===== src/rtl/load_store_unit.sv =====
// Load/store unit: byte/halfword/word accesses to a word-wide data memory, sub-word stores via
// read-modify-write. Define LSU_MISALIGN_EXC_EN to reject misaligned H/HU/W accesses.
module load_store_unit #(
   parameter int unsigned DMEM_WORDS = 16384
) (
   input  logic        clk,
   input  logic        rst_n,
   input  logic        req_valid,
   output logic        req_ready,
   input  logic        req_we,
   input  logic [2:0]  req_funct3,
   input  logic [31:0] req_addr,
   input  logic [31:0] req_wdata,
   output logic        rsp_valid,
   output logic [31:0] rsp_rdata,
   output logic        rsp_err,
   output logic [31:0] mem_A,
   output logic [31:0] mem_WD,
   output logic        mem_WE,
   input  logic [31:0] mem_RD
);

   typedef enum logic [2:0] {StIdle, StLoad, StRmwRd, StWrite, StResp} state_e;

   localparam logic [2:0] F3B  = 3'b000;
   localparam logic [2:0] F3H  = 3'b001;
   localparam logic [2:0] F3W  = 3'b010;
   localparam logic [2:0] F3BU = 3'b100;
   localparam logic [2:0] F3HU = 3'b101;

   state_e      state_q, state_d;
   logic [31:0] addr_q;
   logic [31:0] wdata_q;
   logic [2:0]  funct3_q;
   logic        we_q;
   logic [31:0] word_q;
   logic        accept;
   logic        req_err;
   logic [31:0] load_ext;
   logic [31:0] merged;
   logic [7:0]  lane_b;
   logic [15:0] lane_h;

   assign accept = req_valid && (state_q == StIdle);

   always_comb begin
      req_err = 1'b0;
      unique case (req_funct3)
         F3B, F3H, F3W: req_err = 1'b0;
         F3BU, F3HU:    req_err = req_we;
         default:       req_err = 1'b1;
      endcase
      if ({2'b00, req_addr[31:2]} >= DMEM_WORDS) req_err = 1'b1;
`ifdef LSU_MISALIGN_EXC_EN
      if ((req_funct3 == F3H || req_funct3 == F3HU) && req_addr[0]) req_err = 1'b1;
      if (req_funct3 == F3W && req_addr[1:0] != 2'b00) req_err = 1'b1;
`endif
   end

   // State register
   always_ff @(posedge clk or negedge rst_n) begin
      if (!rst_n) state_q <= StIdle;
      else        state_q <= state_d;
   end

   // Next-state logic
   always_comb begin
      state_d = state_q;
      unique case (state_q)
         StIdle: begin
            if (accept) begin
               if (req_err)                state_d = StResp;
               else if (!req_we)           state_d = StLoad;
               else if (req_funct3 == F3W) state_d = StWrite;
               else                        state_d = StRmwRd;
            end
         end
         StLoad:  state_d = StResp;
         StRmwRd: state_d = StWrite;
         StWrite: state_d = StResp;
         StResp:  state_d = StIdle;
         default: state_d = StIdle;
      endcase
   end

   // Lane extraction; with misalignment tolerated, addr[0] is ignored for halfwords
   always_comb begin
      lane_b = 8'h00;
      unique case (addr_q[1:0])
         2'd0: lane_b = mem_RD[7:0];
         2'd1: lane_b = mem_RD[15:8];
         2'd2: lane_b = mem_RD[23:16];
         2'd3: lane_b = mem_RD[31:24];
         default: lane_b = 8'h00;
      endcase
      lane_h = addr_q[1] ? mem_RD[31:16] : mem_RD[15:0];
      load_ext = mem_RD;
      unique case (funct3_q)
         F3B:     load_ext = {{24{lane_b[7]}}, lane_b};
         F3H:     load_ext = {{16{lane_h[15]}}, lane_h};
         F3BU:    load_ext = {24'h0, lane_b};
         F3HU:    load_ext = {16'h0, lane_h};
         default: load_ext = mem_RD;
      endcase
   end

   always_comb begin
      merged = word_q;
      if (funct3_q == F3B) begin
         unique case (addr_q[1:0])
            2'd0: merged[7:0]   = wdata_q[7:0];
            2'd1: merged[15:8]  = wdata_q[7:0];
            2'd2: merged[23:16] = wdata_q[7:0];
            2'd3: merged[31:24] = wdata_q[7:0];
            default: merged = word_q;
         endcase
      end else if (addr_q[1]) begin
         merged[31:16] = wdata_q[15:0];
      end else begin
         merged[15:0] = wdata_q[15:0];
      end
   end

   always_ff @(posedge clk or negedge rst_n) begin
      if (!rst_n) begin
         addr_q    <= 32'h0;
         wdata_q   <= 32'h0;
         funct3_q  <= 3'b000;
         we_q      <= 1'b0;
         word_q    <= 32'h0;
         rsp_rdata <= 32'h0;
         rsp_err   <= 1'b0;
      end else begin
         if (accept) begin
            addr_q   <= req_addr;
            wdata_q  <= req_wdata;
            funct3_q <= req_funct3;
            we_q     <= req_we;
         end
         if (state_q == StRmwRd) word_q <= mem_RD;
         // Response registers change only on entry to RESP so they hold between responses
         if (state_d == StResp && state_q != StResp) begin
            rsp_rdata <= (state_q == StLoad) ? load_ext : 32'h0;
            rsp_err   <= (state_q == StIdle);
         end
      end
   end

   // Output logic
   always_comb begin
      req_ready = (state_q == StIdle);
      rsp_valid = (state_q == StResp);
      mem_A     = {addr_q[31:2], 2'b00};
      mem_WE    = (state_q == StWrite) && we_q;
      mem_WD    = 32'h0;
      if (state_q == StWrite) mem_WD = (funct3_q == F3W) ? wdata_q : merged;
   end

endmodule


===== config.mk =====
export PLATFORM = sky130hd
export DESIGN_NAME = load_store_unit
export DESIGN_NICKNAME = d
export VERILOG_FILES = /design/src/rtl/load_store_unit.sv
export SDC_FILE = /design/constraint.sdc
export NUM_CORES = 1
export LEC_CHECK = 0
export BUFFER_PORTS_ARGS = -buffer_cell sky130_fd_sc_hd__buf_4
export CAP_MARGIN = 20
export CORE_MARGIN = 2
export CORE_UTILIZATION = 45
export DETAILED_ROUTE_END_ITERATION = 10
export GPL_TIMING_DRIVEN = 0
export HOLD_SLACK_MARGIN = 0.03
export PLACE_DENSITY = 0.78
export SYNTH_ARGS = -nofsm -noshare
export SYNTH_HDL_FRONTEND = slang
export SYNTH_SLANG_ARGS = --single-unit

===== constraint.sdc =====
create_clock -name clk -period 3.9 [get_ports clk]
set_clock_uncertainty 0.1 [all_clocks]
set_input_delay 0.78 -clock clk [delete_from_list [all_inputs] [get_ports clk]]
set_output_delay 0.78 -clock clk [all_outputs]
set_load 0.05 [all_outputs]

==> results.py, run 1 <==
metrics = {
    "status": {
        "status": "completed",
    },
    "setup_path": {
        "critPathBufInv": 3,
        "critPathKind": "register to output pin",
        "crit_required_ns": 3.02,
        "worstPathArrival_ns": 2.55,
        "endpoint_kind": "output pin",
        "cp_cell_sequence": "buf_6 > or3b_1 > clkbuf_1 > o21ai_1 > nor2_1 > nor3_1 > buf_4",
        "cp_max_fo": 10,
        "regToRegSetupSlack_ns": 1.76,
        "worstSetupStartpointType": "register",
        "slowest_delay_ns": 0.39,
        "cp_slowest_cell": "dfrtp_1",
        "crit_family": "simple AND/OR/NAND/NOR gates",
    },
    "cts": {
        "cts.sinks": 136,
        "htreeDepth": 4,
        "numCtsBuffers": 17,
        "postCtsSetupBuffers": 0,
        "cts_hold_buf": 0,
        "cts_buffer_depth": 2,
        "cts_tree": "done",
        "insertion_delay_ns": 0.42,
        "clkTransAtPathRegs_ns": 0.06,
        "root_buffer": "clkbuf_16",
        "cts_resized": 0,
    },
    "yosys": {
        "postSynthCellCount": 760,
        "synth_seq_cells": 136,
        "synth_top_family_by_area": "simple AND/OR/NAND/NOR gates",
        "yosysSeqAreaShare_pct": 49.5,
        "synth_area_sq_um": 6880,
        "async_reset_ff_share_pct": 100,
        "synth_compound_area_share_pct": 14.4,
        "synth-adder-area-share_pct": 0,
        "synthXorXnorAreaFrac_pct": 0,
        "yosys.area.top_type": "dfrtp_1",
        "yosysMostFrequentCell": "nand2_1",
        "yosys-mux-area-fraction_pct": 9.22,
        "ys_types": 46,
        "ys.flop_type": "dfrtp_1",
        "synth_edf_count": 0,
        "synth-simple-area-share_pct": 19.6,
        "syn_area_per_cell_sq_um": 9.05,
        "synth_top_area_share_pct": 49.5,
        "synth_commonest_cells": "249 x nand2_1, 136 x dfrtp_1, 49 x o21ai_0",
        "ys_top_cells_by_area": "dfrtp_1 49%, nand2_1 14%, mux2_2 5.4%",
        "yosys_warnings": 0,
    },
    "grt": {
        "track_usage_pct": 26.7,
        "overflow": 0,
        "grt_pass1_vias": 6275,
        "grt_start_max_net_pins": 88,
        "antenna_found_initial": 0,
        "grt_pass1_wl_um": 33300,
    },
    "placed_design": {
        "dp_cells": 1150,
        "io_buffers": 200,
        "globalplace.congestion": 0.921,
        "dpl.hpwl_um": 16200,
        "pre_cts_slack_ns": 0.963,
    },
    "sta": {
        "final.period_utilization_pct": 87.8,
        "worst_pin_slew_ns": 0.735,
        "setup_viol": 0,
        "hold_violations": 0,
        "worst_slack_ns": 0.475,
        "min_period_ns": 3.43,
        "fmax_mhz": 292,
        "fin_setup_tns_ns": 0,
        "rsz0062_at_grt": "false",
        "slew_viol_final": 0,
        "slew_headroom_pct": 50.5,
    },
    "die": {
        "fp.dieH_um": 128,
        "die_w_um": 128,
        "start_util_pct": 45.6,
        "ioPinCount": 203,
        "core_area_sq_um": 15100,
        "die-area_sq_um": 16300,
        "rows": 45,
    },
    "power_and_ir_drop": {
        "worst_ir_drop_vdd_uv": 290,
        "p_leak_uw": 0.00466,
        "power_density_nw_per_um2": 442,
    },
    "drt": {
        "wl_met2_um": 9700,
        "drt-initial-drc-count": 577,
        "wl_met3_um": 2270,
        "top_layer": "met4",
        "wl_per_cell_um": 18.2,
        "num_vias": 6537,
        "ant_nets": 0,
        "wirelength_um": 21600,
        "drt-pass1-iter-count": 5,
        "viasPerCell": 5.53,
        "met1_length_um": 8940,
        "drcViolationCount": 0,
    },
    "finish": {
        "fin_cells": 1182,
        "diodes": 0,
        "num-nets-final": 1084,
        "drive_gt1_share_pct": 32.4,
        "syn_to_final_growth_pct": 34.0,
        "utilization_pct": 61.1,
    },
    "worst_hold_path": {
        "hold_class": "primary input to async pin",
    },
    "job": {
        "cap_violations": 0,
    },
}
==> cells in the final DEF, fill, tap and decap left out, types with 6 or more instances in the layout <==
master	synthesis	routed
nor2_1	35	35
o22a_1	7	7
a21oi_1	25	25
clkbuf_1	34	39
nand2_1	249	249
mux2_2	33	33
mux2i_1	24	24
o2111ai_1	7	7
o31ai_1	8	8
buf_2	12	12
nand2b_1	9	9
clkbuf_16	0	17
o21ai_0	49	49
a221oi_1	8	8
inv_1	6	6
dfrtp_1	136	136
o32ai_1	16	16
buf_4	32	231
o22ai_1	15	15
nor3_1	11	11
==> cell families after synthesis <==
family | Yosys count
AOI/OAI and AO/OA | 149
buffers and inverters | 90
DFF | 136
muxes | 58
other | 1
and+or+nand+nor | 326
==> worst paths after layout <==
path | depth (start not counted) | start | endpoint
min in group clk | 2 | wdata_q[22]$_DFFE_PN0P_ | wdata_q[22]$_DFFE_PN0P_
min | 1 | rst_n | addr_q[10]$_DFFE_PN0P_
max in group asynchronous | 2 | rst_n | rsp_rdata[25]$_DFFE_PN0P_
max reg2reg | 6 | addr_q[1]$_DFFE_PN0P_ | rsp_rdata[7]$_DFFE_PN0P_
min reg2reg | 2 | wdata_q[22]$_DFFE_PN0P_ | wdata_q[22]$_DFFE_PN0P_
max | 7 | funct3_q[0]$_DFFE_PN0P_ | mem_WD[12]
==> cell type report <==
cell class	instances	area (sq um)
Buffer	84	480
Clock inverter	8	96.3
Tap cell	188	235
Multi-Input combinational cell	535	2980
Timing Repair Buffer	201	1530
Fill cell	1327	5870
Sequential cell	136	3400
Clock buffer	24	472
Inverter	6	22.5
==> power breakdown <==
| group | switching, uW | internal (uW) | total (uW) |
|---|---|---|---|
| sequential | 79.8 | 1500 | 1580 |
| combinational | 576 | 347 | 923 |
| clock | 591 | 971 | 1560 |
| total | 1250 | 2820 | 4070 |
==> layer usage <==
metal | up-vias | track usage [%]
li1 | 3012 | -
met2 | 377 | 40.9
met3 | 50 | 7.45
met1 | 3098 | 36.4
met4 | 0 | 10.3
met5 | - | 0
==> registers in the layout, indices dropped and copies added (netlist names) <==
signal,cells
we_q,1
wdata_q,32
word_q,32
rsp_rdata,32
funct3_q,3
state_q,3
rsp_err,1
addr_q,32
==> metrics by stage <==
stage | cell area [sq um] | power (uW) | hold slack (ns)
6_report | 9220 | 4070 | 0.187
3_3_place_gp | 8620 | 2500 | 0.354
2_1_floorplan | 6880 | 2180 | 0.340
5_1_grt | 9220 | 4240 | 0.226
3_5_place_dp | 8650 | 2520 | 0.362
4_1_cts | 9220 | 4080 | 0.203
Power figures use the tool's default switching activity.
==> run 2, diff against run 1 <==
- BUFFER_PORTS_ARGS: -buffer_cell sky130_fd_sc_hd__buf_4 -> -buffer_cell sky130_fd_sc_hd__buf_2
==> results.py, run 2 (synthesis gave the netlist of run 1 again) <==
metrics = {
    "cts": {
        "postCtsSetupBuffers": 0,
        "cts.sinks": 136,
        "htreeDepth": 4,
        "cts_tree": "done",
        "insertion_delay_ns": 0.42,
        "cts_buffer_depth": 2,
        "clkTransAtPathRegs_ns": 0.05,
        "root_buffer": "clkbuf_16",
        "cts_resized": 0,
        "cts_hold_buf": 0,
        "numCtsBuffers": 17,
    },
    "drt": {
        "drt-pass1-iter-count": 5,
        "wl_per_cell_um": 18.3,
        "viasPerCell": 5.51,
        "ant_nets": 0,
        "num_vias": 6506,
        "wirelength_um": 21600,
        "drcViolationCount": 0,
        "drt-initial-drc-count": 435,
    },
    "power_and_ir_drop": {
        "p_leak_uw": 0.00457,
        "power_density_nw_per_um2": 464,
        "worst_ir_drop_vdd_uv": 316,
        "p_int_uw": 2800,
        "power.net_switching_uw": 1250,
        "switching_share_pct": 31.0,
        "pwr-share-comb_pct": 21.4,
        "seqPwrFrac_pct": 39.1,
        "pwr-share-clk_pct": 39.5,
        "power_uw": 4050,
    },
    "sta": {
        "worst_pin_slew_ns": 0.802,
        "final.period_utilization_pct": 89.2,
        "fmax_mhz": 288,
        "min_period_ns": 3.48,
        "hold_violations": 0,
        "fin_setup_tns_ns": 0,
        "slew_viol_final": 0,
        "rsz0062_at_grt": "false",
        "slew_headroom_pct": 46.4,
        "setup_viol": 0,
    },
    "setup_path": {
        "crit_start": "state_q[2]$_DFF_PN0_",
        "endpoint": "mem_WD[25]",
        "r2r_end": "rsp_rdata[7]$_DFFE_PN0P_",
        "ff2ff_path_depth": 6,
        "cp_max_fo": 10,
        "worstPathArrival_ns": 2.60,
        "rr_startpoint": "addr_q[1]$_DFFE_PN0P_",
        "worstSetupStartpointType": "register",
        "critPathKind": "register to output pin",
        "endpoint_kind": "output pin",
        "regToRegSetupSlack_ns": 1.73,
        "crit_required_ns": 3.02,
    },
    "finish": {
        "drive_gt1_share_pct": 32.6,
        "fin_cells": 1181,
        "final_cell_mix": "249 x nand2_1, 211 x buf_2, 136 x dfrtp_1, 49 x o21ai_0, 36 x clkbuf_1",
        "utilization_pct": 57.9,
        "num-nets-final": 1084,
        "diodes": 0,
        "mostFrequentLayoutCell": "nand2_1",
        "syn_to_final_growth_pct": 27.0,
    },
    "job": {
        "cap_violations": 0,
    },
    "placed_design": {
        "io_buffers": 200,
        "globalplace.congestion": 0.911,
        "dpl.hpwl_um": 16000,
        "dp_cells": 1150,
    },
    "die": {
        "ioPinCount": 203,
        "die_w_um": 128,
        "start_util_pct": 45.6,
        "fp.dieH_um": 128,
        "rows": 45,
        "die-area_sq_um": 16300,
        "core_area_sq_um": 15100,
    },
    "grt": {
        "track_usage_pct": 26.7,
        "overflow": 0,
        "antenna_found_initial": 0,
        "grt_pass1_wl_um": 33000,
        "grt_pass1_vias": 6173,
        "grt_start_max_net_pins": 84,
    },
    "status": {
        "status": "completed",
    },
    "worst_hold_path": {
        "hold_class": "primary input to async pin",
    },
}
-- run 2: cell types whose count changed in the layout (fill, tap and decap cells not counted), sizes merged --
cell / before / now
clkbuf: 58 / 57
clkinv: 5 / 4
clkinvlp: 1 / 2
-- run 2: worst min path at each step --
stage | from | end | slack, ns | depth (start not counted)
2_1_floorplan | wdata_q[16]$_DFFE_PN0P_ | wdata_q[16]$_DFFE_PN0P_ | 0.34 | 2
3_3_place_gp | wdata_q[16]$_DFFE_PN0P_ | wdata_q[16]$_DFFE_PN0P_ | 0.35 | 2
3_5_place_dp | wdata_q[28]$_DFFE_PN0P_ | wdata_q[28]$_DFFE_PN0P_ | 0.36 | 2
4_1_cts | rst_n | addr_q[10]$_DFFE_PN0P_ | 0.22 | 1
5_1_grt | rst_n | addr_q[10]$_DFFE_PN0P_ | 0.24 | 1
6_report | rst_n | addr_q[10]$_DFFE_PN0P_ | 0.21 | 1
-- run 2: layout make-up --
type / instances / area [sq um]
fillers: 1403 / 6350
plain buffers: 84 / 480
flip-flops and latches: 136 / 3400
multi-input cells: 535 / 2980
well taps: 188 / 235
repair buffers: 201 / 1030
clock inverters: 8 / 95.1
clock buffers: 23 / 488
inverters: 6 / 22.5
-- run 2: power groups by stage --
stage          Sequential (uW)  Clock [uW]  Combinational, uW
2_1_floorplan             1580           0                602
3_3_place_gp              1600           0                840
3_5_place_dp              1600           0                858
4_1_cts                   1580        1620                864
5_1_grt                   1590        1680                941
6_report                  1580        1600                868
-- run 2: per-layer routing --
| layer | share of wire [%] | routed length, um | vias up | track usage (%) |
|---|---|---|---|---|
| met4 | 2.9 | 618 | 0 | 11.4 |
| met5 | 0 | 0 | - | 0 |
| met3 | 9.3 | 2010 | 39 | 6.62 |
| met1 | 42 | 9120 | 3078 | 35.9 |
| met2 | 46 | 9820 | 371 | 41.3 |
| li1 | - | - | 3018 | - |
-- run 2: through the flow --
step | hold slack [ns] | setup WS, ns | cell area [sq um]
3_5_place_dp | 0.357 | 0.841 | 8150
3_3_place_gp | 0.353 | 0.0768 | 8120
4_1_cts | 0.218 | 0.395 | 8730
5_1_grt | 0.237 | 0.214 | 8730
2_1_floorplan | 0.340 | 0.591 | 6880
6_report | 0.208 | 0.422 | 8730
-- run 2: critical path, stage by stage, from the launching register on --
cell and delay [ns]:
dfrtp_1 0.41, nand2b_1 0.15, clkbuf_1 0.21, nor2_1 0.47, clkbuf_1 0.34, o21ai_0 0.14
nor2_1 0.16, buf_2 0.30
